$ cat src/rtl/fifo_fwft_if.sv
// Handshake bundle between the arbiter output, the FWFT FIFO and its consumer.
// DWIDTH and DEPTH must match the parameters of the fifo_fwft instance using it.
interface fifo_fwft_if #(
    parameter int unsigned DWIDTH = 16,
    parameter int unsigned DEPTH  = 4
);
    localparam int unsigned CW = $clog2(DEPTH) + 1;

    logic              in_valid;
    logic [DWIDTH-1:0] in_data;
    logic              in_ready;
    logic              out_valid;
    logic [DWIDTH-1:0] out_data;
    logic              out_ready;
    logic [CW-1:0]     count;
    logic              almost_full;

    // Environment side: drives the upstream stream and the consumer ready.
    modport master (
        output in_valid, in_data, out_ready,
        input  in_ready, out_valid, out_data, count, almost_full
    );

    // FIFO side.
    modport slave (
        input  in_valid, in_data, out_ready,
        output in_ready, out_valid, out_data, count, almost_full
    );
endinterface

$ cat src/rtl/fifo_fwft.sv
// First-word-fall-through FIFO behind the round-robin arbiter. Ready toward the
// arbiter depends only on registered state and flush, so the consumer's ready
// never propagates combinationally upstream.
module fifo_fwft #(
    parameter int unsigned DWIDTH          = 16,
    parameter int unsigned DEPTH           = 4,
    parameter int unsigned ALMOST_FULL_THR = 3
) (
    input  logic        clk,
    input  logic        reset,
    input  logic        flush,
    fifo_fwft_if.slave  bus
);
    localparam int unsigned AW = $clog2(DEPTH);
    localparam int unsigned CW = AW + 1;

    logic [DWIDTH-1:0] mem [DEPTH];

    logic [AW-1:0] wr_ptr_q, wr_ptr_d;
    logic [AW-1:0] rd_ptr_q, rd_ptr_d;
    logic [CW-1:0] count_q, count_d;

    logic in_ready;
    logic out_valid;
    logic push;
    logic pop;

    // Handshake qualifiers; flush masks both sides so no transfer happens that cycle.
    always_comb begin
        in_ready  = (count_q != CW'(DEPTH)) & ~flush;
        out_valid = (count_q != '0) & ~flush;
        push      = bus.in_valid & in_ready;
        pop       = out_valid & bus.out_ready;
    end

    // Pointer and occupancy next state.
    always_comb begin
        wr_ptr_d = wr_ptr_q;
        rd_ptr_d = rd_ptr_q;
        count_d  = count_q;
        if (flush) begin
            wr_ptr_d = '0;
            rd_ptr_d = '0;
            count_d  = '0;
        end else begin
            if (push) begin
                wr_ptr_d = wr_ptr_q + AW'(1);
            end
            if (pop) begin
                rd_ptr_d = rd_ptr_q + AW'(1);
            end
            if (push && !pop) begin
                count_d = count_q + CW'(1);
            end else if (pop && !push) begin
                count_d = count_q - CW'(1);
            end
        end
    end

    // State registers; reset wins over flush, push and pop.
    always_ff @(posedge clk) begin
        if (reset) begin
            wr_ptr_q <= '0;
            rd_ptr_q <= '0;
            count_q  <= '0;
        end else begin
            wr_ptr_q <= wr_ptr_d;
            rd_ptr_q <= rd_ptr_d;
            count_q  <= count_d;
        end
    end

    // Storage is not reset; stale entries are hidden by out_valid gating.
    always_ff @(posedge clk) begin
        if (!reset && push) begin
            mem[wr_ptr_q] <= bus.in_data;
        end
    end

    // Outputs presented to the interface.
    always_comb begin
        bus.in_ready    = in_ready;
        bus.out_valid   = out_valid;
        bus.out_data    = out_valid ? mem[rd_ptr_q] : '0;
        bus.count       = count_q;
        bus.almost_full = (count_q >= CW'(ALMOST_FULL_THR));
    end
endmodule

$ cat src/flat_wrapper.sv
// flat-port wrapper written by rule: the top's interface ports become plain ports
module fifo_fwft_flat 
#(
    parameter int unsigned DWIDTH          = 16,
    parameter int unsigned DEPTH           = 4,
    parameter int unsigned ALMOST_FULL_THR = 3
)
  (clk, reset, flush, bus_in_valid, bus_in_data, bus_out_ready, bus_in_ready, bus_out_valid, bus_out_data, bus_count, bus_almost_full);
  fifo_fwft_if #(.DWIDTH(DWIDTH), .DEPTH(DEPTH)) bus_i ();
  input  logic clk;
  input  logic reset;
  input  logic flush;
  input wire logic [$bits(bus_i.in_valid)-1:0] bus_in_valid;
  input wire logic [$bits(bus_i.in_data)-1:0] bus_in_data;
  input wire logic [$bits(bus_i.out_ready)-1:0] bus_out_ready;
  output wire logic [$bits(bus_i.in_ready)-1:0] bus_in_ready;
  output wire logic [$bits(bus_i.out_valid)-1:0] bus_out_valid;
  output wire logic [$bits(bus_i.out_data)-1:0] bus_out_data;
  output wire logic [$bits(bus_i.count)-1:0] bus_count;
  output wire logic [$bits(bus_i.almost_full)-1:0] bus_almost_full;
  assign bus_i.in_valid = bus_in_valid;
  assign bus_i.in_data = bus_in_data;
  assign bus_i.out_ready = bus_out_ready;
  assign bus_in_ready = bus_i.in_ready;
  assign bus_out_valid = bus_i.out_valid;
  assign bus_out_data = bus_i.out_data;
  assign bus_count = bus_i.count;
  assign bus_almost_full = bus_i.almost_full;
  fifo_fwft #(.DWIDTH(DWIDTH), .DEPTH(DEPTH), .ALMOST_FULL_THR(ALMOST_FULL_THR)) u_core (.clk(clk), .reset(reset), .flush(flush), .bus(bus_i));
endmodule
$ cat config.mk
export PLATFORM = sky130hd
export DESIGN_NAME = fifo_fwft_flat
export DESIGN_NICKNAME = d
export VERILOG_FILES = /design/src/rtl/fifo_fwft_if.sv /design/src/rtl/fifo_fwft.sv /design/src/flat_wrapper.sv
export SDC_FILE = /design/constraint.sdc
export NUM_CORES = 1
export LEC_CHECK = 0
export CAP_MARGIN = 30
export CORE_AREA = 3 3 84 70
export CTS_BUF_LIST = sky130_fd_sc_hd__clkbuf_2
export CTS_CLUSTER_DIAMETER = 30
export CTS_CLUSTER_SIZE = 20
export DETAILED_ROUTE_END_ITERATION = 8
export DIE_AREA = 0 0 87 73
export DONT_BUFFER_PORTS = 1
export GPL_TIMING_DRIVEN = 0
export PLACE_DENSITY = 0.86
export SLEW_MARGIN = 15
export SYNTH_ARGS = -nofsm -noshare
export SYNTH_HDL_FRONTEND = slang
export SYNTH_SLANG_ARGS = --single-unit
$ cat constraint.sdc
create_clock -name clk -period 2.5 [get_ports clk]
set_input_delay 0.125 -clock clk [delete_from_list [all_inputs] [get_ports clk]]
set_output_delay 0.125 -clock clk [all_outputs]
set_load 0.05 [all_outputs]
---- After elaboration in Yosys (flattened, before gate mapping) ----
Memory sizes are Yosys's and may differ from the RTL's. A register that Yosys moved wholly into a read port is not among the register bits.
Cells that the tools add are included.
storage, ports and cells
  memory bits (writable) .................. 64
  input bits .............................. 21
  output and inout bits ................... 22
  memories kept ........................... 1
  bits in registers ....................... 7
cells by class
  multiplexer cells ....................... 7
  reduce and logical (&&, ||, !) cells .... 9
  bitwise logic cells ..................... 5
  order comparisons ....................... 1
  equality and inequality tests ........... 1
  add/subtract/negate cells ............... 4
memory list
  name        depth  width  read ports  clocked after Yosys merged registers in  wr ports  line             text
  u_core.mem  4      16     1           1                                        1         fifo_fwft.sv:17  logic [DWIDTH-1:0] mem [DEPTH];
operators by type and width
  kind                                                                number
  two-way mux 16 bit                                                  1
  two-way mux 3 bit                                                   2
  adder 2 x 1 -> 2 bit (second input constant)                        2
  AND 1 bit                                                           4
  two-way mux 2 bit                                                   2
  adder 3 x 1 -> 3 bit (second input constant)                        1
  greater-or-equal comparator 3 x 2 -> 1 bit (second input constant)  1
  logical AND 1 bit                                                   3
  zero test 1 bit                                                     3
  inequality test 3 bit (second input constant)                       1
  nonzero test 3 bit                                                  1
  subtractor 3 x 1 -> 3 bit (second input constant)                   1
  two-way mux 1 bit                                                   2
  nonzero test 2 bit                                                  1
  OR reduction 2 bit                                                  1
  inverter 1 bit                                                      1

---- Depth between registers and ports, before layout ----
Gate-level depths: netlist of the first run.
  depth after elaboration ................. 7
  gate-level depth with buffers ........... 10
  depth with buffers taken out ............ 9

---- Worst setup path after synthesis of the first run ----
No wires, ideal clock.
  kind .................................... register -> register
  start point ............................. register u_core.count_q[0], in the netlist u_core.bus.count[0]
  end point ............................... memory u_core.mem[1][0], enable pin
  period minus slack after synthesis ...... 2.819 ns
  setup time .............................. 0.413 ns
  buffers on the path ..................... 0
  slack ................................... -0.319 ns
  stages on the path, launching flop included .. 4
  required time ........................... 2.087 ns
  arrival ................................. 2.406 ns
  cells stage by stage .................... dfxtp_1 -> or3b_1 -> nand2_1 -> nor3b_1
between the ends
  word-level cells in the longest chain between the ends .. 6
ends and longest elaborated chain
  element                                  line             text
  from (decl)                              fifo_fwft.sv:21  logic [CW-1:0] count_q, count_d;
  from (signal assigned)                   fifo_fwft.sv:69  count_q <= count_d;
  inequality test 3 bit                    fifo_fwft.sv:30  in_ready = (count_q != CW'(DEPTH)) & ~flush;
  AND 1 bit                                fifo_fwft.sv:30
  AND 1 bit                                fifo_fwft.sv:32  push = bus.in_valid & in_ready;
  logical AND 1 bit                        fifo_fwft.sv:75  if (!reset && push) begin
  two-way mux 1 bit                        fifo_fwft.sv:75
  two-way mux 1 bit (not written as such)  fifo_fwft.sv:76  mem[wr_ptr_q] <= bus.in_data;
  to (decl)                                fifo_fwft.sv:17
Every way passes these cells.

---- Final worst setup path of the first run ----
  start point ............................. register u_core.count_q[1], in the netlist u_core.bus.count[1]
  end point ............................... register u_core.count_q[2], in the netlist u_core.bus.count[2]
between the ends
  word-level cells in the longest chain between the ends .. 6
ends and longest elaborated chain
  element                                                         line                text
  nonzero test 3 bit *                                            fifo_fwft.sv:31     out_valid = (count_q != '0) & ~flush;
  AND 1 bit *                                                     fifo_fwft.sv:31
  named net bus_out_valid                                         flat_wrapper.sv:17  output wire logic [$bits(bus_i.out_valid)-1:0] bus_out_valid;
  AND 1 bit *                                                     fifo_fwft.sv:33     pop = out_valid & bus.out_ready;
  zero test 1 bit                                                 fifo_fwft.sv:52     if (push && !pop) begin
  logical AND 1 bit                                               fifo_fwft.sv:52
  two-way mux 3 bit / nonzero test 2 bit (equally long branches)  n/a
The timed path passes the listed nets; every way through them passes the cells marked *. The select of a mux whose other input is x is not followed.
A chain may end at the register's enable or synchronous reset.

==> results of run 1 <==
-- area by class of cell --
cell class                 count  area (um^2)
sequential                    73         2110
fill                         319         1560
multi-input combinational     75          842
timing repair buffer          26          263
tap                           62         77.6
buffer                         6         60.1
clock inverter                 6         58.8
clock buffer                  10         50.0
inverter                       4         15.0
-- power by group through the flow --
stage,registers (uW),logic [uW],clock network [uW]
final,1350,181,600
after global routing,1360,195,672
after CTS,1360,172,625
after detailed placement,1380,129,0
after global placement,1380,122,0
after floorplan,1380,111,0
-- flip-flops by register name, summed over array words and instances (netlist names), named ones only --
signal	count
u_core.rd_ptr_q	2
u_core.wr_ptr_q	2
u_core.bus.count	3
u_core.mem	64
-- layer usage --
layer	global-route usage, %	up-vias	share of wire (%)
li1	-	695	-
met1	19.8	762	40
met2	32.2	52	53
met3	6.66	7	6.0
met4	7.44	0	1.4
met5	0	-	0
-- through the flow --
| stage | TNS [ps] | utilization [%] | power [uW] | hold slack [ps] | instances |
|---|---|---|---|---|---|
| after global placement | -55730 | 60.4 | 1500 | 224 | 220 |
| after CTS | 0 | 68.5 | 2150 | 12.9 | 261 |
| final | 0 | 69.1 | 2140 | 117 | 262 |
| after global routing | 0 | 69.1 | 2220 | 82.7 | 262 |
| after floorplan | -5210 | - | 1490 | 224 | 158 |
| after detailed placement | -469 | 61.7 | 1510 | 224 | 224 |
-- how the worst max path moves through the flow --
stage | endpoint | slack (ps) | depth (start not counted)
floorplan | u_core.mem[1][0] | -90 | 3
global placement | u_core.mem[3][0] | -880 | 3
detailed placement | u_core.bus.count[2] | -250 | 10
CTS | u_core.bus.count[2] | 10 | 10
global route | u_core.bus.count[2] | 30 | 10
finish | u_core.bus.count[2] | 120 | 10
-- cell families after synthesis --
kind of cell,Yosys count,share of synthesized area (%)
adders and majority gates,6,2.79
DFF,73,71.0
muxes,18,13.6
xor gates and xnor gates,2,0.592
buffers and inverters,10,2.20
and+or+nand+nor,39,7.95
AOI/OAI and AO/OA,10,1.86
-- critical path: cells and delay by family (launching register included) --
kind	cells	cell delay (ps)
simple gates	4	790
fa+ha+maj	2	530
flops	1	460
buf+inv	2	230
xor+xnor	1	160
compound gates	1	150
-- placed cells by master (no fill, tap or decap), types with 5 or more instances in the layout --
cell / instances
sky130_fd_sc_hd__edfxtp_1: 64
sky130_fd_sc_hd__and2_2: 8
sky130_fd_sc_hd__buf_6: 5
sky130_fd_sc_hd__clkbuf_2: 10
sky130_fd_sc_hd__a21oi_1: 5
sky130_fd_sc_hd__mux4_2: 10
sky130_fd_sc_hd__dlygate4sd3_1: 21
sky130_fd_sc_hd__dfxtp_1: 6
sky130_fd_sc_hd__and2_1: 8
sky130_fd_sc_hd__mux4_1: 6
-- what timing repair did --
action / CTS / global route
hold buffers: 21 / 0
setup buffers: 0 / 1
resized for setup: 12 / 7
setup endpoints to repair: 10 / 2
pin swaps: 0 / 2
hold endpoints to repair: 104 / 0
==> implementation parameters, run 1 <==
Parameter                              Value

Power
  P_sw    approximately 500 uW
  Maximum resistive drop on vdd    0.443 mV
  Leakage    0.00118 uW
  Cell internal power dissipation    about 1600 uW
  Combinational share of power    8.5%
  Fraction of power consumed by the clock network    28.1%
  Sw Ratio    23.4%
  Portion of total power attributed to sequential cells    ~63%
  Cell area power density    614 mW/mm^2

Job
  Max-cap viol count    0

Setup path
  Crit Path Category    reg -> reg
  Reg2reg setup slack    120 ps
  Critical path required time    2910 ps
  Worst stage delay on the critical path    460 ps
  Worst Path Arrival    2790 ps
  Cell type of the slowest stage on the worst timing path    sky130_fd_sc_hd__dfxtp_4
  Critical Path Sink Type    register
  Worst R2R Start    u_core.bus.count[1]
  Timing startpoint of the critical path    u_core.bus.count[1]
  Cell count of the worst reg-to-reg path    10
  Ordered list of cells on the worst path    nor3_4 -> nor2_4 -> buf_8 -> nand2_1 -> ha_2 -> inv_1 -> fa_2 -> xor2_1 -> or3_1 -> a21oi_1
  Crit Reg-Reg Endpoint    u_core.bus.count[2]
  Worst Setup Start Kind    register
  Critical-path maximum fanout    10

STA
  Final setup slack of the worst path    119 ps
  Clock period minus final worst setup slack    2380 ps
  Worst-Margin Slew    950 ps
  RSZ-0062 raised after global routing    false
  Final-report max-slew violation count    0
  Share of the clock period used by the worst path    95.2%
  Count of endpoints failing hold in the final timing report    0
  Max_slew headroom    36.5%
  Worst clock skew on the final layout    24.3 ps
  Number of failing setup endpoints in the final timing report    0
  Achievable Freq    roughly 420 MHz

Drt
  Total number of vias    1,516
  Drt total wl    5170 um
  Wire per inst    19.7 um
  TritonRoute pass-1 iters    4
  Violation count after the first detailed-routing iteration    112
  Post-DRT Antenna Nets    0
  Number of remaining DRC errors    0
  Average via count per standard cell    5.79

Die
  Core area    a little over 0.005 mm^2
  Number of placement rows    23
  Area enclosed by the die boundary    0.00635 mm^2
  Starting density of the core    between 50% and 60%
  # IOs    43
  Die height    73 um
  Die boundary width    about 87 um

Finish
  Final Instance Area    ~0.0035 mm^2
  Number of nets in the finished design    roughly 220
  Area Growth Syn to Fin    17.5%
  N_diodes    0
  Fraction of layout cells with a size suffix above 1    approximately 28%

GRT
  First-pass GRT wire length    ~8300 um
  Pin count of the biggest net entering global routing    13
  Via count of the first global-routing pass    between 1.5k and 2k
  GR Util All Layers    18.2%
  Grt ovf    0
  Number of antenna violations at the first check in global routing    0

Min path
  Worst Hold Endpoint    u_core.bus.count[2]
  Hold Crit Start    bus_out_ready
  Class of the tightest hold or removal check    in -> reg
  Hold Path Cell Cnt    4

Logic synthesis
  Top cell type by total area after synthesis    sky130_fd_sc_hd__edfxtp_1
  Post-synth design cell area    slightly below 0.003 mm^2
  Number of register bits inferred by synthesis    73
  Library cell with the highest instance count after synthesis    sky130_fd_sc_hd__edfxtp_1
  EDFF count, synth    64
  Count of synthesis-stage warnings from yosys    0
  Number of nets in the synthesized netlist    185
  Leading cell types by count after synthesis    sky130_fd_sc_hd__edfxtp_1 (64), sky130_fd_sc_hd__and2_1 (16), sky130_fd_sc_hd__mux4_2 (10)
  Number of distinct library cells after synthesis    28
  Predominant post-synthesis flop cell    sky130_fd_sc_hd__edfxtp_1
  Gate count after technology mapping    ~160
  Share of synthesized area occupied by flip-flops and latches    a little under three quarters
  Syn Area/Cell    18.7 um^2
  Area fraction of the dominant cell type after synthesis    64.9%
  Top area cells in the synthesized netlist    sky130_fd_sc_hd__edfxtp_1 (65%), sky130_fd_sc_hd__mux4_2 (7.6%), sky130_fd_sc_hd__dfxtp_1 (6.1%), sky130_fd_sc_hd__mux4_1 (5.3%), sky130_fd_sc_hd__and2_1 (3.4%)
  Share of async-settable or async-resettable flops after synthesis    0%

Place
  Final GP Congestion    between 0.6 and 0.7
  Setup WS pre-CTS    -254 ps
  Buffers added on ports    0
  Placed instance area    between 0.003 and 0.004 mm^2
  Half-perimeter wire length after detailed placement    approximately 3400 um

CTS
  CTS Buffer Depth    2
  Number of CTS-inserted buffers    9
  Number of clock sinks    73
  Number of levels in the clock H-tree    3
  TritonCTS clock tree    yes
  Clock Latency Late Sink    470 ps
  Clock transition at the registers of the reported paths    between 150 and 200 ps
  Library cell used as clock root buffer    sky130_fd_sc_hd__clkbuf_2

Run status
  Outcome    completed
No activity file was read; power rests on OpenSTA's default activity.
==> inputs of run 2 (changes only) <==
Settings changed: ABC_AREA from default to 1, CORE_AREA 3 3 84 70 to 3 3 86 71, DIE_AREA 0 0 87 73 to 0 0 89 74, PLACE_DENSITY 0.86 to 0.87.
Clock period 2.5 ns to 2.1 ns, I/O delays scaled along.
==> implementation parameters, run 2 <==
Parameter                              Value

Drt
  Total number of vias    2,055
  Post-DRT Antenna Nets    0
  Drt total wl    6980 um
  Average via count per standard cell    around 5.5
  TritonRoute pass-1 iters    4
  Wire per inst    18.6 um
  Violation count after the first detailed-routing iteration    179
  Number of remaining DRC errors    0

Finish
  Multi-input gate area in the final layout    956 um^2
  Largest register FFs    64
  Fraction of layout cells with a size suffix above 1    21.2%
  Finished Core Util    70.3%
  Number of nets in the finished design    roughly 330
  Final-layout fill cell count    350
  Area Growth Syn to Fin    21.5%
  Total area of sequential cells    0.00211 mm^2
  Top reg by flops    u_core.mem
  N_diodes    0
  Final Instance Area    between 0.003 and 0.004 mm^2
  Top library cells by usage in the layout, fill and taps aside    sky130_fd_sc_hd__nor2_1 (75), sky130_fd_sc_hd__edfxtp_1 (64), sky130_fd_sc_hd__o21ai_1 (30), sky130_fd_sc_hd__dlygate4sd3_1 (23), sky130_fd_sc_hd__nand2_1 (16)
  Most frequent standard cell in the layout excluding fill and tap cells    sky130_fd_sc_hd__nor2_1

Setup path
  Critical Path Sink Type    output port
  Timing startpoint of the critical path    u_core.bus.count[0]
  Ordered list of cells on the worst path    nor2_4 -> a21oi_1
  Worst R2R Start    u_core.bus.count[0]
  Crit Path Category    reg -> out
  Worst stage delay on the critical path    830 ps
  Cell type of the slowest stage on the worst timing path    sky130_fd_sc_hd__a21oi_1
  Family with the most delay on the worst path    compound AO/OA/AOI/OAI gates
  Buffer and inverter count on the worst path    0
  Worst Setup Start Kind    register
  Critical-path maximum fanout    5
  Critical path required time    approximately 2000 ps
  Worst Path Arrival    between 1500 and 2000 ps

Die
  Core area    0.00538 mm^2
  Die height    around 74 um
  Number of placement rows    24
  Starting density of the core    slightly below 60%
  Die boundary width    89 um
  # IOs    43
  Area enclosed by the die boundary    0.00659 mm^2

Logic synthesis
  Number of register bits inferred by synthesis    73
  Gate count after technology mapping    266
  Leading cell types by count after synthesis    sky130_fd_sc_hd__nor2_1 (80), sky130_fd_sc_hd__edfxtp_1 (64), sky130_fd_sc_hd__o21ai_1 (30)
  Number of nets in the synthesized netlist    293
  EDFF count, synth    64
  Post-synth design cell area    ~0.0031 mm^2
  Area fraction of the dominant cell type after synthesis    61.8%
  Library cell with the highest instance count after synthesis    sky130_fd_sc_hd__nor2_1
  Count of synthesis-stage warnings from yosys    0
  Predominant post-synthesis flop cell    sky130_fd_sc_hd__edfxtp_1
  Top cell type by total area after synthesis    sky130_fd_sc_hd__edfxtp_1
  Share of synthesized area occupied by flip-flops and latches    67.6%
  Syn Area/Cell    between 10 and 15 um^2
  Top area cells in the synthesized netlist    sky130_fd_sc_hd__edfxtp_1 (62%), sky130_fd_sc_hd__nor2_1 (9.7%), sky130_fd_sc_hd__dfxtp_1 (5.8%), sky130_fd_sc_hd__o21ai_1 (4.8%), sky130_fd_sc_hd__a21oi_2 (2.5%)
  Number of distinct library cells after synthesis    24
  Share of async-settable or async-resettable flops after synthesis    0%

Place
  Final GP Congestion    0.789
  Buffers added on ports    0
  Placed instance area    0.00326 mm^2
  Half-perimeter wire length after detailed placement    4050 um

GRT
  Grt ovf    0
  Pin count of the biggest net entering global routing    17
  GR Util All Layers    21.3%
  Via count of the first global-routing pass    roughly 2.1k
  First-pass GRT wire length    roughly 10,000 um
  Number of antenna violations at the first check in global routing    0

STA
  Achievable Freq    495 MHz
  Worst clock skew on the final layout    approximately 26 ps
  Clock period minus final worst setup slack    roughly 2000 ps
  Count of endpoints failing hold in the final timing report    0
  Number of failing setup endpoints in the final timing report    0
  Share of the clock period used by the worst path    96.2%
  Sum Neg Setup Slack    0 ps
  Final-report max-slew violation count    0
  Worst-Margin Slew    about 1100 ps
  Max_slew headroom    28.8%

Run status
  Outcome    completed

CTS
  Number of clock sinks    73
  Number of CTS-inserted buffers    9
  Library cell used as clock root buffer    sky130_fd_sc_hd__clkbuf_2
  TritonCTS clock tree    yes
  Number of setup buffers added after CTS    0
  Clock Latency Late Sink    490 ps
  Clock transition at the registers of the reported paths    200 ps
  CTS Buffer Depth    2
  Number of levels in the clock H-tree    3

Power
  Maximum resistive drop on vdd    about 0.75 mV
  Cell area power density    about 760 mW/mm^2
  Total power    between 2000 and 3000 uW
  Leakage    between 0.001 and 0.0015 uW

Job
  Max-cap viol count    0

Min path
  Hold Crit Start    reset
  Class of the tightest hold or removal check    in -> reg
## run 2: cell count changes in the layout (fill, tap and decap cells not counted), sizes merged, moves of 3 or more
cell	change
o21ai	+29
nor2	+77
nor3b	-4
and2	-16
mux4	-16
or3	-3
nand2	+16
inv	+15
a21oi	+13
clkinv	-3
buf	+7
## run 2: worst paths after layout
check / slack (ps) / end / cells after the start
max reg2reg: 190 / u_core.bus.count[2] / 12
max: 80 / bus_in_ready / 2
min: 120 / u_core.mem[2][6] / 3
min reg2reg: 580 / u_core.rd_ptr_q[0] / 3
## run 2: cell type report
type                       count  share of cell area (%)
multi-input combinational    163                    25.3
buffer                        11                    2.81
sequential                    73                    55.9
clock buffer                  10                    1.32
timing repair buffer          29                    7.68
tap                           65                    2.15
inverter                      19                    2.02
clock inverter                 6                    2.81
## run 2: kinds of logic (layout without fill, tap and decap cells)
kind of cell	count (synthesis)	count (layout)	synth area share, %
buf+inv	30	75	5.75
flops	73	73	67.6
compound gates	50	50	9.13
simple gates	105	105	14.3
fa+ha+maj	6	6	2.65
xor+xnor	2	2	0.563
## run 2: tightest hold or removal path, delay by kind of cell
kind	cells	cell delay [ps]
buffers and inverters	1	40
and+or+nand+nor	2	290
## run 2: routing by layer
metal	GRT usage, %	routed length [um]	vias to the layer above
li1	-	-	981
met1	25.9	2780	964
met2	36.2	3490	100
met3	5.87	630	10
met4	9.09	72	0
met5	0	0	-
## run 2: report_power, final
part,leakage (uW),internal [uW],switching (uW)
sequential,0.000653,1590,22.8
clock,0.0000896,513,462
combinational,0.000613,85.9,191
## run 2: metrics by stage
| stage | cells | setup slack (ps) | hold slack (ps) |
|---|---|---|---|
| 4_1_cts | 376 | -139 | 36.4 |
| 5_1_grt | 376 | -1.38 | 83.8 |
| 6_report | 376 | 80.3 | 120 |
| 2_1_floorplan | 266 | -163 | 204 |
| 3_5_place_dp | 337 | -309 | 204 |
| 3_3_place_gp | 331 | -724 | 204 |
## run 2: repair_timing
item,4_1_cts,5_1_grt
endpoints found under the hold margin,73,0
pin swaps,0,1
hold buffers,23,0
endpoints found under the setup margin,73,14
cloned,0,0
resized for setup,8,18
==> inputs of run 3 (changes only) <==
Settings changed: MAX_ROUTING_LAYER from default to met4.
==> implementation parameters, run 3 (synthesis results as in run 2) <==
Parameter                              Value

STA
  Achievable Freq    between 400 and 500 MHz
  Max_slew headroom    29.0%
  Worst-Margin Slew    between 1000 and 1500 ps
  Count of endpoints failing hold in the final timing report    0
  Clock period minus final worst setup slack    between 2000 and 2500 ps
  Minimum hold slack    105 ps
  Worst clock skew on the final layout    around 23 ps
  Final setup slack of the worst path    ~67 ps
  Share of the clock period used by the worst path    96.8%
  Final-report max-slew violation count    0
  Number of failing setup endpoints in the final timing report    0

Drt
  Drt total wl    7010 um
  Post-DRT Antenna Nets    0
  TritonRoute pass-1 iters    4
  Wire per inst    18.6 um
  Number of remaining DRC errors    0
  Average via count per standard cell    5.50
  Total number of vias    2,068
  Violation count after the first detailed-routing iteration    ~160

CTS
  Number of clock sinks    73
  Clock transition at the registers of the reported paths    180 ps
  Clock Latency Late Sink    510 ps
  Number of CTS-inserted buffers    9
  Number of levels in the clock H-tree    3
  Number of setup buffers added after CTS    0
  TritonCTS clock tree    yes
  CTS Buffer Depth    2
  Library cell used as clock root buffer    sky130_fd_sc_hd__clkbuf_2

Die
  Starting density of the core    57.9%
  Area enclosed by the die boundary    0.00659 mm^2
  # IOs    43
  Die height    about 74 um
  Number of placement rows    24
  Die boundary width    between 80 and 90 um
  Core area    ~0.0054 mm^2

Power
  Leakage    0.00136 uW
  Maximum resistive drop on vdd    0.757 mV
  Cell area power density    760 mW/mm^2

Setup path
  Ordered list of cells on the worst path    nor2_4 -> a21oi_1
  Crit Path Category    reg -> out
  Critical-path maximum fanout    5
  Worst Setup Start Kind    register
  Buffer and inverter count on the worst path    0
  Worst stage delay on the critical path    820 ps
  Family with the most delay on the worst path    compound AO/OA/AOI/OAI gates
  Cell type of the slowest stage on the worst timing path    sky130_fd_sc_hd__a21oi_1
  Critical Path Sink Type    output port
  Worst Path Arrival    1930 ps
  Critical path required time    approximately 2000 ps

Finish
  Final-layout fill cell count    350
  Top reg by flops    u_core.mem
  Number of nets in the finished design    between 300 and 400
  Largest register FFs    64
  Most frequent standard cell in the layout excluding fill and tap cells    sky130_fd_sc_hd__nor2_1
  Area Growth Syn to Fin    21.5%
  N_diodes    0
  Fraction of layout cells with a size suffix above 1    21.2%
  Top library cells by usage in the layout, fill and taps aside    sky130_fd_sc_hd__nor2_1 (75), sky130_fd_sc_hd__edfxtp_1 (64), sky130_fd_sc_hd__o21ai_1 (30), sky130_fd_sc_hd__dlygate4sd3_1 (23), sky130_fd_sc_hd__nand2_1 (16)

Place
  Half-perimeter wire length after detailed placement    4050 um
  Buffers added on ports    0
  Final GP Congestion    ~0.80
  Setup WS pre-CTS    -309 ps

Run status
  Outcome    completed

GRT
  Pin count of the biggest net entering global routing    17
  GR Util All Layers    22.0%
  First-pass GRT wire length    10,100 um
  Via count of the first global-routing pass    2,076
  Grt ovf    0
  Number of antenna violations at the first check in global routing    0

Job
  Max-cap viol count    0

Min path
  Class of the tightest hold or removal check    in -> reg
-- run 3: cell counts in the layout (fill, tap and decap cells not counted) --
Identical to the previous run, type by type.
-- run 3: metal layers --
layer | up-vias | GRT usage (%) | part of all wire [%]
met4 | 0 | 9.09 | 1.8
met2 | 85 | 36.2 | 49
met1 | 985 | 26.1 | 41
met5 | - | - | 0
met3 | 16 | 5.65 | 8.3
li1 | 982 | - | -
-- run 3: cell type report --
class / count / area, um^2 / share of cell area [%]
clock inverter: 6 / 106 / 2.81
buffer: 11 / 106 / 2.81
tap: 65 / 81.3 / 2.15
multi-input combinational: 163 / 956 / 25.3
sequential: 73 / 2110 / 55.9
timing repair buffer: 29 / 290 / 7.68
inverter: 19 / 76.3 / 2.02
clock buffer: 10 / 50.0 / 1.32
-- run 3: repair_timing --
| action | 4_1_cts | 5_1_grt |
|---|---|---|
| pin swaps | 0 | 1 |
| hold endpoints to repair | 73 | 0 |
| resized for setup | 8 | 18 |
| hold buffers | 23 | 0 |
| setup endpoints to repair | 73 | 14 |
-- run 3: worst paths after layout --
kind	end	slack, ps	from	cells past startpoint
setup / recovery	bus_in_ready	70	u_core.bus.count[0]	2
hold reg to reg	u_core.rd_ptr_q[0]	580	u_core.rd_ptr_q[0]	3
hold / removal	u_core.mem[3][10]	110	reset	3
setup reg to reg	u_core.bus.count[2]	200	u_core.bus.count[0]	12
-- run 3: power breakdown --
group / total, uW / internal (uW) / switching, uW
Combinational: 276 / 85.8 / 190
Clock: 980 / 512 / 467
Sequential: 1620 / 1590 / 22.9
Total: 2870 / 2190 / 680
-- run 3: tightest hold or removal path: stages --
cell,delay [ps]
sky130_fd_sc_hd__inv_1,40
sky130_fd_sc_hd__nand2_2,160
sky130_fd_sc_hd__nor2_2,120
-- run 3: stage by stage --
step / cell area [um^2] / total power, uW / setup TNS, ps / utilization [%] / instances
after detailed placement: 3260 / 1850 / -11460 / 60.7 / 337
final: 3780 / 2870 / 0 / 70.3 / 376
after global placement: 3190 / 1840 / -42840 / 59.4 / 331
after CTS: 3670 / 2860 / -1110 / 68.3 / 376
after global routing: 3780 / 2960 / -0.526 / 70.3 / 376
after floorplan: 3110 / 1810 / -10400 / - / 266
